[src/rtl/fetch_unit_pkg.sv]
// fetch_unit_pkg: shared fetch constants (instruction width, NOP encoding) and the RUN/HALT state type
package fetch_unit_pkg;
  localparam int INSTR_WIDTH = 32;
  localparam logic [INSTR_WIDTH-1:0] NOP_INSTR = 32'h0000_0013;
  typedef enum logic {RUN, HALT} fetch_state_t;
endpackage

[src/rtl/fetch_unit_pc_gen.sv]
// fetch_unit_pc_gen: next-PC select (hold / +4 / redirect target) with redirect alignment check
module fetch_unit_pc_gen #(
  parameter int ADDR_WIDTH = 32
) (
  input  logic [ADDR_WIDTH-1:0] pc_i,
  input  logic                  halt_i,
  input  logic                  redirect_i,
  input  logic [ADDR_WIDTH-1:0] target_i,
  input  logic                  stall_i,
  output logic [ADDR_WIDTH-1:0] next_pc_o,
  output logic                  misaligned_o
);
  assign misaligned_o = redirect_i && (target_i[1:0] != 2'b00);
  always_comb
    next_pc_o = halt_i     ? pc_i :
                redirect_i ? (misaligned_o ? pc_i : target_i) :
                stall_i    ? pc_i : pc_i + ADDR_WIDTH'(4);
endmodule

[src/rtl/fetch_unit.sv]
// fetch_unit: PC owner driving the instruction ROM, IF/ID register with valid/ready, redirect and misalignment halt
module fetch_unit
  import fetch_unit_pkg::*;
#(
  parameter int                    ADDR_WIDTH  = 32,
  parameter int                    DATA_WIDTH  = INSTR_WIDTH,
  parameter logic [ADDR_WIDTH-1:0] RESET_PC    = '0,
  parameter int                    COUNT_WIDTH = 32
) (
  input  logic                   clk_i,
  input  logic                   rst_i,
  output logic [ADDR_WIDTH-1:0]  imem_addr_o,
  input  logic [DATA_WIDTH-1:0]  imem_data_i,
  input  logic                   redirect_i,
  input  logic [ADDR_WIDTH-1:0]  redirect_target_i,
  input  logic                   ready_i,
  output logic                   valid_o,
  output logic [DATA_WIDTH-1:0]  instr_o,
  output logic [ADDR_WIDTH-1:0]  pc_o,
  output logic                   halted_o,
  output logic [ADDR_WIDTH-1:0]  fault_addr_o,
  output logic [COUNT_WIDTH-1:0] fetch_count_o
);
  fetch_state_t           state_q, state_d;
  logic [ADDR_WIDTH-1:0]  pc_q, pc_d, pc_out_q, pc_out_d, fault_q, fault_d;
  logic [DATA_WIDTH-1:0]  instr_q, instr_d;
  logic                   valid_q, valid_d, stall, halt, misaligned;
  logic [COUNT_WIDTH-1:0] count_q, count_d;
  assign halt  = state_q == HALT;
  assign stall = valid_q && !ready_i;
  fetch_unit_pc_gen #(.ADDR_WIDTH(ADDR_WIDTH)) u_pc_gen (
    .pc_i        (pc_q),
    .halt_i      (halt),
    .redirect_i  (redirect_i),
    .target_i    (redirect_target_i),
    .stall_i     (stall),
    .next_pc_o   (pc_d),
    .misaligned_o(misaligned)
  );
  always_comb begin
    state_d  = state_q;
    valid_d  = valid_q;
    instr_d  = instr_q;
    pc_out_d = pc_out_q;
    fault_d  = fault_q;
    count_d  = count_q + COUNT_WIDTH'(valid_q && ready_i);
    if (!halt && redirect_i) begin
      valid_d = 1'b0;
      instr_d = DATA_WIDTH'(NOP_INSTR);
      state_d = misaligned ? HALT : RUN;
      fault_d = misaligned ? redirect_target_i : fault_q;
    end else if (!halt && !stall) begin
      valid_d  = 1'b1;
      instr_d  = imem_data_i;
      pc_out_d = pc_q;
    end
  end
  always_ff @(posedge clk_i) begin
    if (rst_i) begin
      state_q  <= RUN;
      pc_q     <= RESET_PC;
      valid_q  <= 1'b0;
      instr_q  <= DATA_WIDTH'(NOP_INSTR);
      pc_out_q <= '0;
      fault_q  <= '0;
      count_q  <= '0;
    end else begin
      state_q  <= state_d;
      pc_q     <= pc_d;
      valid_q  <= valid_d;
      instr_q  <= instr_d;
      pc_out_q <= pc_out_d;
      fault_q  <= fault_d;
      count_q  <= count_d;
    end
  end
  assign imem_addr_o   = pc_q;
  assign valid_o       = valid_q;
  assign instr_o       = instr_q;
  assign pc_o          = pc_out_q;
  assign halted_o      = halt;
  assign fault_addr_o  = fault_q;
  assign fetch_count_o = count_q;
endmodule

[config.mk]
export PLATFORM = sky130hd
export DESIGN_NAME = fetch_unit
export DESIGN_NICKNAME = d
export VERILOG_FILES = /design/src/rtl/fetch_unit_pkg.sv /design/src/rtl/fetch_unit_pc_gen.sv /design/src/rtl/fetch_unit.sv
export SDC_FILE = /design/constraint.sdc
export NUM_CORES = 1
export LEC_CHECK = 0
export ABC_AREA = 1
export BUFFER_PORTS_ARGS = -buffer_cell sky130_fd_sc_hd__buf_2
export CORE_MARGIN = 2
export CORE_UTILIZATION = 40
export DETAILED_ROUTE_END_ITERATION = 8
export PLACE_DENSITY = 0.71
export SLEW_MARGIN = 20
export SYNTH_ARGS = -nofsm -noshare
export SYNTH_HDL_FRONTEND = slang
export SYNTH_SLANG_ARGS = --single-unit
[constraint.sdc]
create_clock -name clk_i -period 2.25 [get_ports clk_i]
set_input_delay 0.1125 -clock clk_i [delete_from_list [all_inputs] [get_ports clk_i]]
set_output_delay 0.1125 -clock clk_i [all_outputs]
set_load 0.03 [all_outputs]
# Yosys cells after proc, flatten, opt, wreduce, memory -nomap -nowiden
# Cells that the tools add are included.
# W data, S select, Z words.
# word_totals
input_bits,68
reg_bits,162
# op_classes
eq_ne,2
n_bitwise,2
n_reduce_logical,13
mux,4
addsub,2
# ops
operator,n
$mux W32,3
$add A32 B1 Y32,1
$add A32 B3 Y32 const B,1
$logic_and A1 B1 Y1,5
$ne A2 B2 Y1 const B,2
$reduce_and A2 Y1,2
$logic_not A1 Y1,3
$reduce_and A3 Y1,1
$not A1 Y1,2
$reduce_bool A2 Y1,1
$reduce_or A2 Y1,1
$mux W1,1

# Longest topological paths before layout
# depth
word_depth,5
ltp_mapped,11

# By module
# From an unflattened synthesis, not the netlist that was laid out.
# unflattened
cells_unflattened,1106
area_unflattened_um2,7727.4
# by_module_without_submodules
mod,seq_area_each_um2,area_each_um2,instances,cells_each
fetch_unit,3243.1,6118.4,1,790
fetch_unit_pc_gen,0.0,1609.0,1,316

# Worst setup path before layout
# No wires, ideal clock.
# synth_path
path_kind,reg2reg
from,"register valid_q, in the netlist valid_o"
to,"register count_q[20], in the netlist fetch_count_o[20]"
n_path_buf,0
synth_period_minus_slack_ps,1998
required_time_ps,2134
slack_ps,252
path_stages_with_launch,12
arrival_ps,1883
path_cell_list,dfxtp_1 -> nand2_1 -> inv_1 -> ha_1 -> ha_1 -> nand2_1 -> nor3_2 -> nand3b_1 -> nor2_2 -> nand4_1 -> nand2_1 -> nor2_1
# synth_via
elab_chain_len,2
# synth_rtl
item,line_no,text
"start, declared",fetch_unit.sv:27,"logic valid_q, valid_d, stall, halt, misaligned;"
"start signal, assigned",fetch_unit.sv:70,valid_q <= valid_d;
$logic_and A1 B1 Y1,fetch_unit.sv:46,count_d = count_q + COUNT_WIDTH'(valid_q && ready_i);
$add A32 B1 Y32,fetch_unit.sv:46,
"end signal, assigned",fetch_unit.sv:74,count_q <= count_d;
"end, declared",fetch_unit.sv:28,"logic [COUNT_WIDTH-1:0] count_q, count_d;"
# No other way between the ends.
# A chain may end at the register's enable or synchronous reset.

# Worst setup path in the final report
# Same ends and word-level chain as after synthesis.

==> flow_summary.json <==
{
  "status": "finished, final reports clean",
  "synth.net_count": 1138,
  "synth-edff-count": 0,
  "synth-seq-cells": 162,
  "diodes": 0,
  "maxCapViolCount": 0,
  "clk_pin_slew_ns": 0.06,
  "power.leakage_nw": 4.34,
  "syn_inst": 1066,
  "cp_data_required_time_ns": 2.57,
  "crit_top_cell": "nand2_1",
  "die_area_mm2": 0.0194,
  "grt_max_degree": 70,
  "cts_setup_buffers": 0,
  "path_cells": "nand2_1 -> inv_1 -> ha_1 -> ha_1 -> nand2_1 -> nor3_4 -> nand3b_1 -> nor2_4 -> nand4_1 -> nand2_1 -> nor2_1",
  "critical-path-top-delay-family": "simple AND/OR/NAND/NOR gates",
  "die_w_um": 139,
  "path_class": "reg -> reg",
  "rrSetupSlack_ns": 0.26,
  "irDropWorstVdd_uv": 527,
  "crit_path_end_kind": "flop",
  "cts_buffers": 17,
  "grt_antenna_before_repair": 0,
  "yosysWarnings": 0,
  "drt_iter0_markers": 610,
  "timing.fmax_ghz": 0.503,
  "hold_class": "in -> reg",
  "hold_violations": 0,
  "drv_slew": 0,
  "drt_wl_total_um": 23600,
  "gp_congestion": 0.900,
  "synth.distinct_cells": 35,
  "wire_per_inst_um": 14.9,
  "drc": 0,
  "vias_per_cell": 5.07,
  "start_util": 0.407,
  "ys_top_cells_by_area": "dfxtp_1 44%, nand2_1 13%, nor2_1 9.1%",
  "fin_crit_sh": 0.883,
  "io_pins": 230,
  "track_usage": 0.241,
  "relSlewSlack": 0.418,
  "period_needed_ns": 1.99,
  "clock_skew_ns": 0.00883,
  "area_growth_pct": 35.5,
  "postRouteAntennaNets": 0,
  "coreArea_mm2": 0.0180,
  "grt_pass1_vias": 7378,
  "synth-main-ff-cell": "dfxtp_1",
  "yosys-top-cells-count": "245 x nand2_1, 178 x nor2_1, 162 x dfxtp_1",
  "clkSinkCount": 162,
  "arrival_ns": 2.31,
  "setup_viol": 0,
  "tightest_slew_ns": 0.872,
  "synth.most_common_cell": "nand2_1",
  "syn_avg_cell_area_um2": 6.86,
  "critical_path.max_stage_delay_ns": 0.41,
  "synth_top_area_share": 0.443,
  "cts_root_buffer": "clkbuf_16",
  "vias": 8013,
  "num_rows": 49,
  "tns_ns": 0,
  "power_density_mw_per_mm2": 755,
  "synth_async_sr_flop_share": 0,
  "drive_above_1_share": 0.217,
  "syn_area_mm2": 0.00732,
  "numPortBuffers": 229,
  "critPathBufInv": 1,
  "path_max_fanout": 6,
  "grt_overflow_total": 0,
  "yosysSeqAreaShare": 0.443,
  "worstSkewPairLatency_ns": 0.43,
  "yosys.area.top_type": "dfxtp_1",
  "clk_path_buf_depth": 2,
  "rsz0062_at_grt": "no",
  "grt_pass1_wl_um": 38000,
  "die_h_um": 139,
  "final_core_util": 0.552,
  "cp-start-kind": "flop",
  "layout.nets": 1413,
  "cts_tree": "done",
  "htree_levels": 4,
  "dr.pass1.iters": 5,
  "cp_slowest_cell": "dfxtp_1",
  "hpwl_um": 16200
}
==> through the flow <==
step | hold WS, ns | std cells | setup slack, ns | power (mW) | cell area, um^2
detailed placement | 0.327 | 1488 | 0.172 | 4.44 | 8660
floorplan | 0.239 | 1066 | 0.252 | 4.02 | 7320
global placement | 0.323 | 1488 | 0.251 | 4.43 | 8660
CTS | 0.00162 | 1582 | 0.163 | 7.53 | 9900
global route | 0.00875 | 1582 | 0.0221 | 7.79 | 9910
finish | 0.0208 | 1582 | 0.264 | 7.48 | 9910
==> flip-flops by register name, indices dropped and copies added (netlist names) <==
name / cells
valid_o: 1
instr_o: 32
fault_addr_o: 32
imem_addr_o: 32
halted_o: 1
fetch_count_o: 32
pc_o: 32
==> layout make-up <==
type,count,area (um^2)
fillers,1701,8050
multi-input cells,767,3540
flip-flops and latches,162,3240
repair buffers,306,1910
clock buffers,20,447
inverters,87,329
well taps,229,287
clock inverters,11,156
==> per-layer routing <==
| layer | track usage | part of all wire |
|---|---|---|
| met5 | 0 | 0 |
| met4 | 0.112 | 0.039 |
| met3 | 0.0554 | 0.074 |
| met2 | 0.384 | 0.45 |
| met1 | 0.312 | 0.44 |
==> repair_timing <==
action / 4_1_cts / 5_1_grt
setup endpoints to repair: 0 / 4
hold buffers: 63 / 0
hold endpoints to repair: 65 / 0
resized for setup: 0 / 2
==> cells in the final DEF (no fill, tap or decap), types with 2 or more instances in the layout <==
master / count
nand2_1: 245
buf_2: 228
nor2_1: 178
dfxtp_1: 162
a21oi_1: 108
inv_1: 83
nand3_1: 75
o21ai_0: 69
dlygate4sd3_1: 63
a211oi_1: 17
clkbuf_16: 17
nor3_1: 13
buf_4: 13
nand4_1: 10
nand3b_1: 7
or2_0: 5
nor2_2: 5
nor2_4: 4
nand2_2: 4
a31oi_1: 4
xnor2_1: 4
ha_1: 4
clkinv_4: 4
inv_2: 3
xor2_1: 3
o21a_1: 3
bufinv_16: 3
nor3_4: 2
o22ai_1: 2
clkinvlp_4: 2
clkbuf_1: 2
buf_12: 2
==> worst paths after layout <==
check | from | end | cells after the start
hold / removal | redirect_target_i[31] | fault_addr_o[31] | 3
setup reg to reg | valid_o | fetch_count_o[20] | 11
setup / recovery | valid_o | fetch_count_o[20] | 11
hold reg to reg | pc_o[10] | pc_o[10] | 2
==> worst min-delay path: cells and delay by family <==
family | cells | cell delay, ns
buffers and inverters | 1 | 0.13
AOI/OAI and AO/OA | 1 | 0.09
and+or+nand+nor | 1 | 0.08
==> report_power, final <==
part / internal (mW) / switching, mW
combinational: 0.423 / 0.863
clock: 1.78 / 1.22
sequential: 3.03 / 0.156
==> logic make-up after synthesis <==
group / Yosys count / synth area share
AOI/OAI and AO/OA: 206 / 0.150
xor gates and xnor gates: 7 / 0.00838
adders and majority gates: 4 / 0.00684
buffers and inverters: 137 / 0.0756
DFF: 162 / 0.443
and+or+nand+nor: 550 / 0.316
No activity file was read; power rests on OpenSTA's default activity.
